$ cat src/rtl/matrix_multiplier_param_if.sv
// matrix_multiplier_param_if: load/compute/output handshake bundle for the matrix multiplier
interface matrix_multiplier_param_if #(
  parameter int W  = 8,
  parameter int OW = 17
);
  logic          start;
  logic          in_valid;
  logic          in_ready;
  logic [W-1:0]  in_a;
  logic [W-1:0]  in_b;
  logic          out_valid;
  logic          out_ready;
  logic [OW-1:0] out_data;
  logic          out_last;
  logic          busy;
  modport master (
    output start, in_valid, in_a, in_b, out_ready,
    input  in_ready, out_valid, out_data, out_last, busy
  );
  modport slave (
    input  start, in_valid, in_a, in_b, out_ready,
    output in_ready, out_valid, out_data, out_last, busy
  );
endinterface

$ cat src/rtl/matrix_multiplier_param.sv
// matrix_multiplier_param: N x N matrix product C = A*B, streamed in and out row-major, one MAC per cycle
module matrix_multiplier_param #(
  parameter int N      = 2,
  parameter int W      = 8,
  parameter bit SIGNED = 1'b0
) (
  input logic clk,
  input logic rst,
  matrix_multiplier_param_if.slave bus
);
  localparam int OW = 2*W + $clog2(N);
  localparam int NN = N*N;
  localparam int CW = $clog2(NN);
  localparam int IW = $clog2(N);
  typedef enum logic [1:0] {IDLE, LOAD, COMPUTE, OUTPUT} state_t;
  state_t        state_q;
  logic [CW-1:0] cnt_q;
  logic [IW-1:0] i_q, j_q, k_q;
  logic [OW-1:0] acc_q, out_data_q;
  logic          in_ready_q, out_valid_q, out_last_q, busy_q;
  logic [W-1:0]  a_q [NN];
  logic [W-1:0]  b_q [NN];
  logic [OW-1:0] c_q [NN];
  logic [CW-1:0] a_idx, b_idx, c_idx, cnt_nx;
  logic [OW-1:0] mac_d;
  logic          load_en, il, jl, kl, cnt_last;

  // Widening to OW first makes the truncated product exact for both signednesses.
  function automatic logic [OW-1:0] ext(input logic [W-1:0] x);
    return SIGNED ? {{(OW-W){x[W-1]}}, x} : {{(OW-W){1'b0}}, x};
  endfunction

  always_comb begin
    a_idx    = CW'(int'(i_q) * N + int'(k_q));
    b_idx    = CW'(int'(k_q) * N + int'(j_q));
    c_idx    = CW'(int'(i_q) * N + int'(j_q));
    cnt_nx   = cnt_q + 1'b1;
    cnt_last = cnt_q == CW'(NN-1);
    il       = i_q == IW'(N-1);
    jl       = j_q == IW'(N-1);
    kl       = k_q == IW'(N-1);
    mac_d    = (k_q == '0 ? '0 : acc_q) + ext(a_q[a_idx]) * ext(b_q[b_idx]);
    load_en  = state_q == LOAD && bus.in_valid;
  end

  always_ff @(posedge clk) begin
    if (load_en) begin
      a_q[cnt_q] <= bus.in_a;
      b_q[cnt_q] <= bus.in_b;
    end
    if (state_q == COMPUTE && kl) c_q[c_idx] <= mac_d;
  end

  always_ff @(posedge clk or posedge rst) begin
    if (rst) begin
      state_q     <= IDLE;
      cnt_q       <= '0;
      i_q         <= '0;
      j_q         <= '0;
      k_q         <= '0;
      acc_q       <= '0;
      out_data_q  <= '0;
      in_ready_q  <= 1'b0;
      out_valid_q <= 1'b0;
      out_last_q  <= 1'b0;
      busy_q      <= 1'b0;
    end else begin
      case (state_q)
        IDLE: if (bus.start) begin
          state_q    <= LOAD;
          in_ready_q <= 1'b1;
          busy_q     <= 1'b1;
          cnt_q      <= '0;
        end
        LOAD: if (load_en) begin
          cnt_q <= cnt_last ? '0 : cnt_nx;
          if (cnt_last) begin
            state_q    <= COMPUTE;
            in_ready_q <= 1'b0;
          end
        end
        COMPUTE: begin
          acc_q <= mac_d;
          k_q   <= kl ? '0 : k_q + 1'b1;
          if (kl) j_q <= jl ? '0 : j_q + 1'b1;
          if (kl && jl) i_q <= il ? '0 : i_q + 1'b1;
          if (il && jl && kl) begin
            state_q     <= OUTPUT;
            out_valid_q <= 1'b1;
            out_data_q  <= c_q[0];
            out_last_q  <= 1'b0;
          end
        end
        OUTPUT: if (bus.out_ready) begin
          if (cnt_last) begin
            state_q     <= IDLE;
            cnt_q       <= '0;
            out_valid_q <= 1'b0;
            out_last_q  <= 1'b0;
            out_data_q  <= '0;
            busy_q      <= 1'b0;
          end else begin
            cnt_q      <= cnt_nx;
            out_data_q <= c_q[cnt_nx];
            out_last_q <= cnt_nx == CW'(NN-1);
          end
        end
        default: state_q <= IDLE;
      endcase
    end
  end

  assign bus.in_ready  = in_ready_q;
  assign bus.out_valid = out_valid_q;
  assign bus.out_data  = out_data_q;
  assign bus.out_last  = out_last_q;
  assign bus.busy      = busy_q;
endmodule

$ cat src/flat_wrapper.sv
// flat-port wrapper written by rule: the top's interface ports become plain ports
module matrix_multiplier_param_flat 
#(
  parameter int N      = 2,
  parameter int W      = 8,
  parameter bit SIGNED = 1'b0
)
  (clk, rst, bus_start, bus_in_valid, bus_in_a, bus_in_b, bus_out_ready, bus_in_ready, bus_out_valid, bus_out_data, bus_out_last, bus_busy);
  matrix_multiplier_param_if #(.W(W), .OW(17)) bus_i ();
  input logic clk;
  input logic rst;
  input wire logic [$bits(bus_i.start)-1:0] bus_start;
  input wire logic [$bits(bus_i.in_valid)-1:0] bus_in_valid;
  input wire logic [$bits(bus_i.in_a)-1:0] bus_in_a;
  input wire logic [$bits(bus_i.in_b)-1:0] bus_in_b;
  input wire logic [$bits(bus_i.out_ready)-1:0] bus_out_ready;
  output wire logic [$bits(bus_i.in_ready)-1:0] bus_in_ready;
  output wire logic [$bits(bus_i.out_valid)-1:0] bus_out_valid;
  output wire logic [$bits(bus_i.out_data)-1:0] bus_out_data;
  output wire logic [$bits(bus_i.out_last)-1:0] bus_out_last;
  output wire logic [$bits(bus_i.busy)-1:0] bus_busy;
  assign bus_i.start = bus_start;
  assign bus_i.in_valid = bus_in_valid;
  assign bus_i.in_a = bus_in_a;
  assign bus_i.in_b = bus_in_b;
  assign bus_i.out_ready = bus_out_ready;
  assign bus_in_ready = bus_i.in_ready;
  assign bus_out_valid = bus_i.out_valid;
  assign bus_out_data = bus_i.out_data;
  assign bus_out_last = bus_i.out_last;
  assign bus_busy = bus_i.busy;
  matrix_multiplier_param #(.N(N), .W(W), .SIGNED(SIGNED)) u_core (.clk(clk), .rst(rst), .bus(bus_i));
endmodule
$ cat config.mk
export PLATFORM = sky130hd
export DESIGN_NAME = matrix_multiplier_param_flat
export DESIGN_NICKNAME = d
export VERILOG_FILES = /design/src/rtl/matrix_multiplier_param_if.sv /design/src/rtl/matrix_multiplier_param.sv /design/src/flat_wrapper.sv
export SDC_FILE = /design/constraint.sdc
export NUM_CORES = 1
export LEC_CHECK = 0
export ABC_CLOCK_PERIOD_IN_PS = 4800
export CORE_MARGIN = 4
export CORE_UTILIZATION = 40
export CTS_CLUSTER_DIAMETER = 80
export CTS_CLUSTER_SIZE = 25
export DETAILED_ROUTE_END_ITERATION = 7
export HOLD_SLACK_MARGIN = 0.05
export PLACE_DENSITY_LB_ADDON = 0.08
export REMOVE_ABC_BUFFERS = 1
export SETUP_SLACK_MARGIN = 0.05
export SLEW_MARGIN = 20
export SYNTH_ARGS = -nofsm -noshare
export SYNTH_HDL_FRONTEND = slang
export SYNTH_SLANG_ARGS = --single-unit
$ cat constraint.sdc
create_clock -name clk -period 4.8 [get_ports clk]
set_input_delay 0.72 -clock clk [delete_from_list [all_inputs] [get_ports clk]]
set_output_delay 0.72 -clock clk [all_outputs]
set_load 0.01 [all_outputs]
==> impl_metrics.yaml <==
synth:
  synth-seq-cells: 177
  synth_top_area_share: 0.4168
  synth_flop_cell: "edfxtp_1"
  synth_edf_count: 132
  syn_inst: 695
  synth_top_area_cell: "edfxtp_1"
  synthArstFlopShare: 0.2542
  synthTopCellsByArea: "edfxtp_1, dfrtp_1, fa_1"
  synth_seq_area_share: 0.5352
  netlist_area_um2: 9510
  yosys_warnings: 0
  synth_cell_types: 40
  syn-mean-instance-area_um2: 13.68
sta:
  post-route-min-period_ps: 5179
  grt_setup_unrepaired: "yes"
  worst_pin_slew_ps: 1006
  clock.fmax_ghz: 0.1931
  fin_setup_tns_ps: -8843
  fin_skew_ps: 9.542
  slew_violations: 0
  setup_slack_ps: -379.4
  fin_crit_sh: 1.079
  finalHoldViolations: 0
  setup_violations: 41
  maxSlewHeadroom: 0.3269
critical_path:
  crit_required_ps: 5100
  r2r_end: "u_core.acc_q[16]"
  path_max_fanout: 7
  endpoint_kind: "flip-flop"
  worstPathArrival_ps: 5480
  r2r_start: "u_core.k_q"
  r2r_slack_ps: -380
  crit_type: "flip-flop to flip-flop"
  cp-start-kind: "flip-flop"
  reg2reg_depth: 18
finish:
  multi_input_comb_area_um2: 4330
  nFillCells: 2046
  instances_no_fill: 1149
  seqCellArea_um2: 5094
  syn_to_final_growth_pct: 25.22
  final_core_util: 0.5089
  nets: 936
  drive_gt1_frac: 0.3000
  n_antenna_cell: 0
route:
  vias: 5455
  viasPerCell: 4.748
  drt-initial-drc-count: 191
  drtAntennaViolNets: 0
  drc_errors: 0
  firstDrtPassIters: 4
  drt-wirelength-per-cell_um: 16.97
  wl_um: 19490
clock_tree:
  clock_path_buffers: 2
  numCtsBuffers: 17
  cts_root_buf: "clkbuf_16"
  ctsHtreeMaxLevel: 4
  insertion_delay_ps: 430
  cts.sink_count: 177
  clk_pin_slew_worst_paths_ps: 70
  tritoncts: "done"
placement:
  gp_congestion: 0.7984
  dp.cells: 1093
  port_buffers: 41
  hpwlAfterDp_um: 13340
min_path:
  hp-start: "u_core.acc_q[0]"
  whs_path_depth: 1
  hold_class: "flip-flop to flip-flop"
  min_to: "u_core.acc_q[0]"
global_route:
  grt_first_pass_wirelength_um: 32180
  grt.overflow.total: 0
  track_usage: 0.1589
  grt_pass1_vias: 5980
  antenna_found_initial: 0
  grt_max_degree: 46
die:
  core-area_um2: 23400
  rows: 56
  dieWidth_um: 162.2
  pin_count: 42
  start_util: 0.4064
  die_area_um2: 26310
  die_y_um: 162.2
flow_run:
  drv_cap: 0
run_status:
  violations: "setup timing"
  status: "complete, but fails checks"
per-stage QoR:
step	instance area [µm²]	hold slack, ps	setup slack, ps
3_3_place_gp	10690	484.0	-435.8
4_1_cts	11700	506.8	-333.4
5_1_grt	11910	515.3	-521.5
3_5_place_dp	10710	489.6	-575.1
6_report	11910	503.0	-379.4
2_1_floorplan	9397	472.1	-792.1
cell usage in the layout (no fill, tap or decap), types with 5 or more instances in the layout:
cell	n
dfrtp_1	42
nor2b_1	17
o21ai_0	6
and2_1	37
inv_2	11
nand2_4	5
nand4_1	5
a21oi_2	8
clkdlybuf4s50_1	41
edfxtp_1	132
ha_4	7
inv_8	5
buf_6	18
fa_2	13
xnor2_1	6
and2_4	11
inv_1	83
a21o_1	8
clkbuf_16	17
nor2_1	23
buf_4	64
mux2_2	15
ha_1	40
a21oi_1	42
nand2_1	37
mux4_2	33
fa_1	37
worst max-delay path, stage by stage (launching register included):
cell	delay [ps]
dfrtp_2	420
buf_12	150
mux4_2	610
and2_4	220
fa_2	580
fa_2	450
fa_1	480
inv_1	50
fa_1	480
inv_2	50
ha_4	250
a21oi_4	160
o21ai_2	70
or3b_1	360
o221ai_2	150
xnor2_1	140
buf_4	170
mux2i_1	180
a21oi_1	80
cell usage after synthesis, types with 2 or more instances:
library cell  instances
xnor2_1              10
buf_4                 5
mux2_2               16
nand2_1              44
fa_1                 50
buf_1                 2
and3_1                4
ha_1                 48
mux2i_1               2
inv_1                95
edfxtp_1            132
dfrtp_1              45
nor2_1               25
a21oi_1              50
nand3_1               4
mux4_2               33
a21o_1                8
nor3_1                2
nor2b_1              19
buf_2                 7
nand4_1               5
clkbuf_1              9
o21bai_1              2
o21ai_0               7
o21ai_1               3
xor2_1                7
and2_1               48
how the worst max path moves through the flow:
stage,startpoint,endpoint,slack (ps),cells after the start
after CTS,u_core.k_q,u_core.acc_q[16],-330,19
after global routing,u_core.k_q,u_core.acc_q[16],-520,18
after floorplan,u_core.k_q,u_core.acc_q[16],-790,16
after detailed placement,u_core.j_q,u_core.c_q[2][16],-580,16
after global placement,u_core.j_q,u_core.c_q[0][13],-440,21
final,u_core.k_q,u_core.acc_q[16],-380,18
final cells by class:
type	count	area share
flip-flops and latches	177	0.4277
inverters	95	0.03015
clock inverters	15	0.01240
well taps	319	0.03352
repair buffers	126	0.09687
multi-input cells	400	0.3636
clock buffers	17	0.03572
flip-flops by register name, indices dropped and copies added (netlist names), 2 cells and up:
register,flops
u_core.a_q,32
u_core.acc_q,17
u_core.b_q,32
u_core.bus.out_data,17
u_core.c_q,68
u_core.cnt_q,2
u_core.state_q,2
what timing repair did:
action | 4_1_cts | 5_1_grt
hold buffers | 0 | 0
buffers inserted | 16 | 14
cloned | 1 | 0
endpoints found under the hold margin | 0 | 0
gates resized for setup | 71 | 37
setup endpoints to repair | 46 | 50
pin swaps | 43 | 13
cells by family after synthesis:
logic type      count (synthesis)  share of synthesized area
buf+inv                       118                    0.04947
fa+ha+maj                      98                     0.1684
mux                            51                    0.09920
flops                         177                     0.5352
simple gates                  155                    0.08367
xor+xnor                       17                    0.01566
compound gates                 79                    0.04842
per-layer routing:
metal	routed length [µm]	track usage	up-vias	share of wire
li1	-	-	2648	-
met1	9206	0.2138	2725	0.47
met2	9622	0.2660	67	0.49
met3	376	0.02385	15	0.019
met4	288	0.05459	0	0.015
met5	0	0	-	0
Power is not shown: default switching activity piles up to over one toggle a cycle in this logic, so the estimate is an artifact.
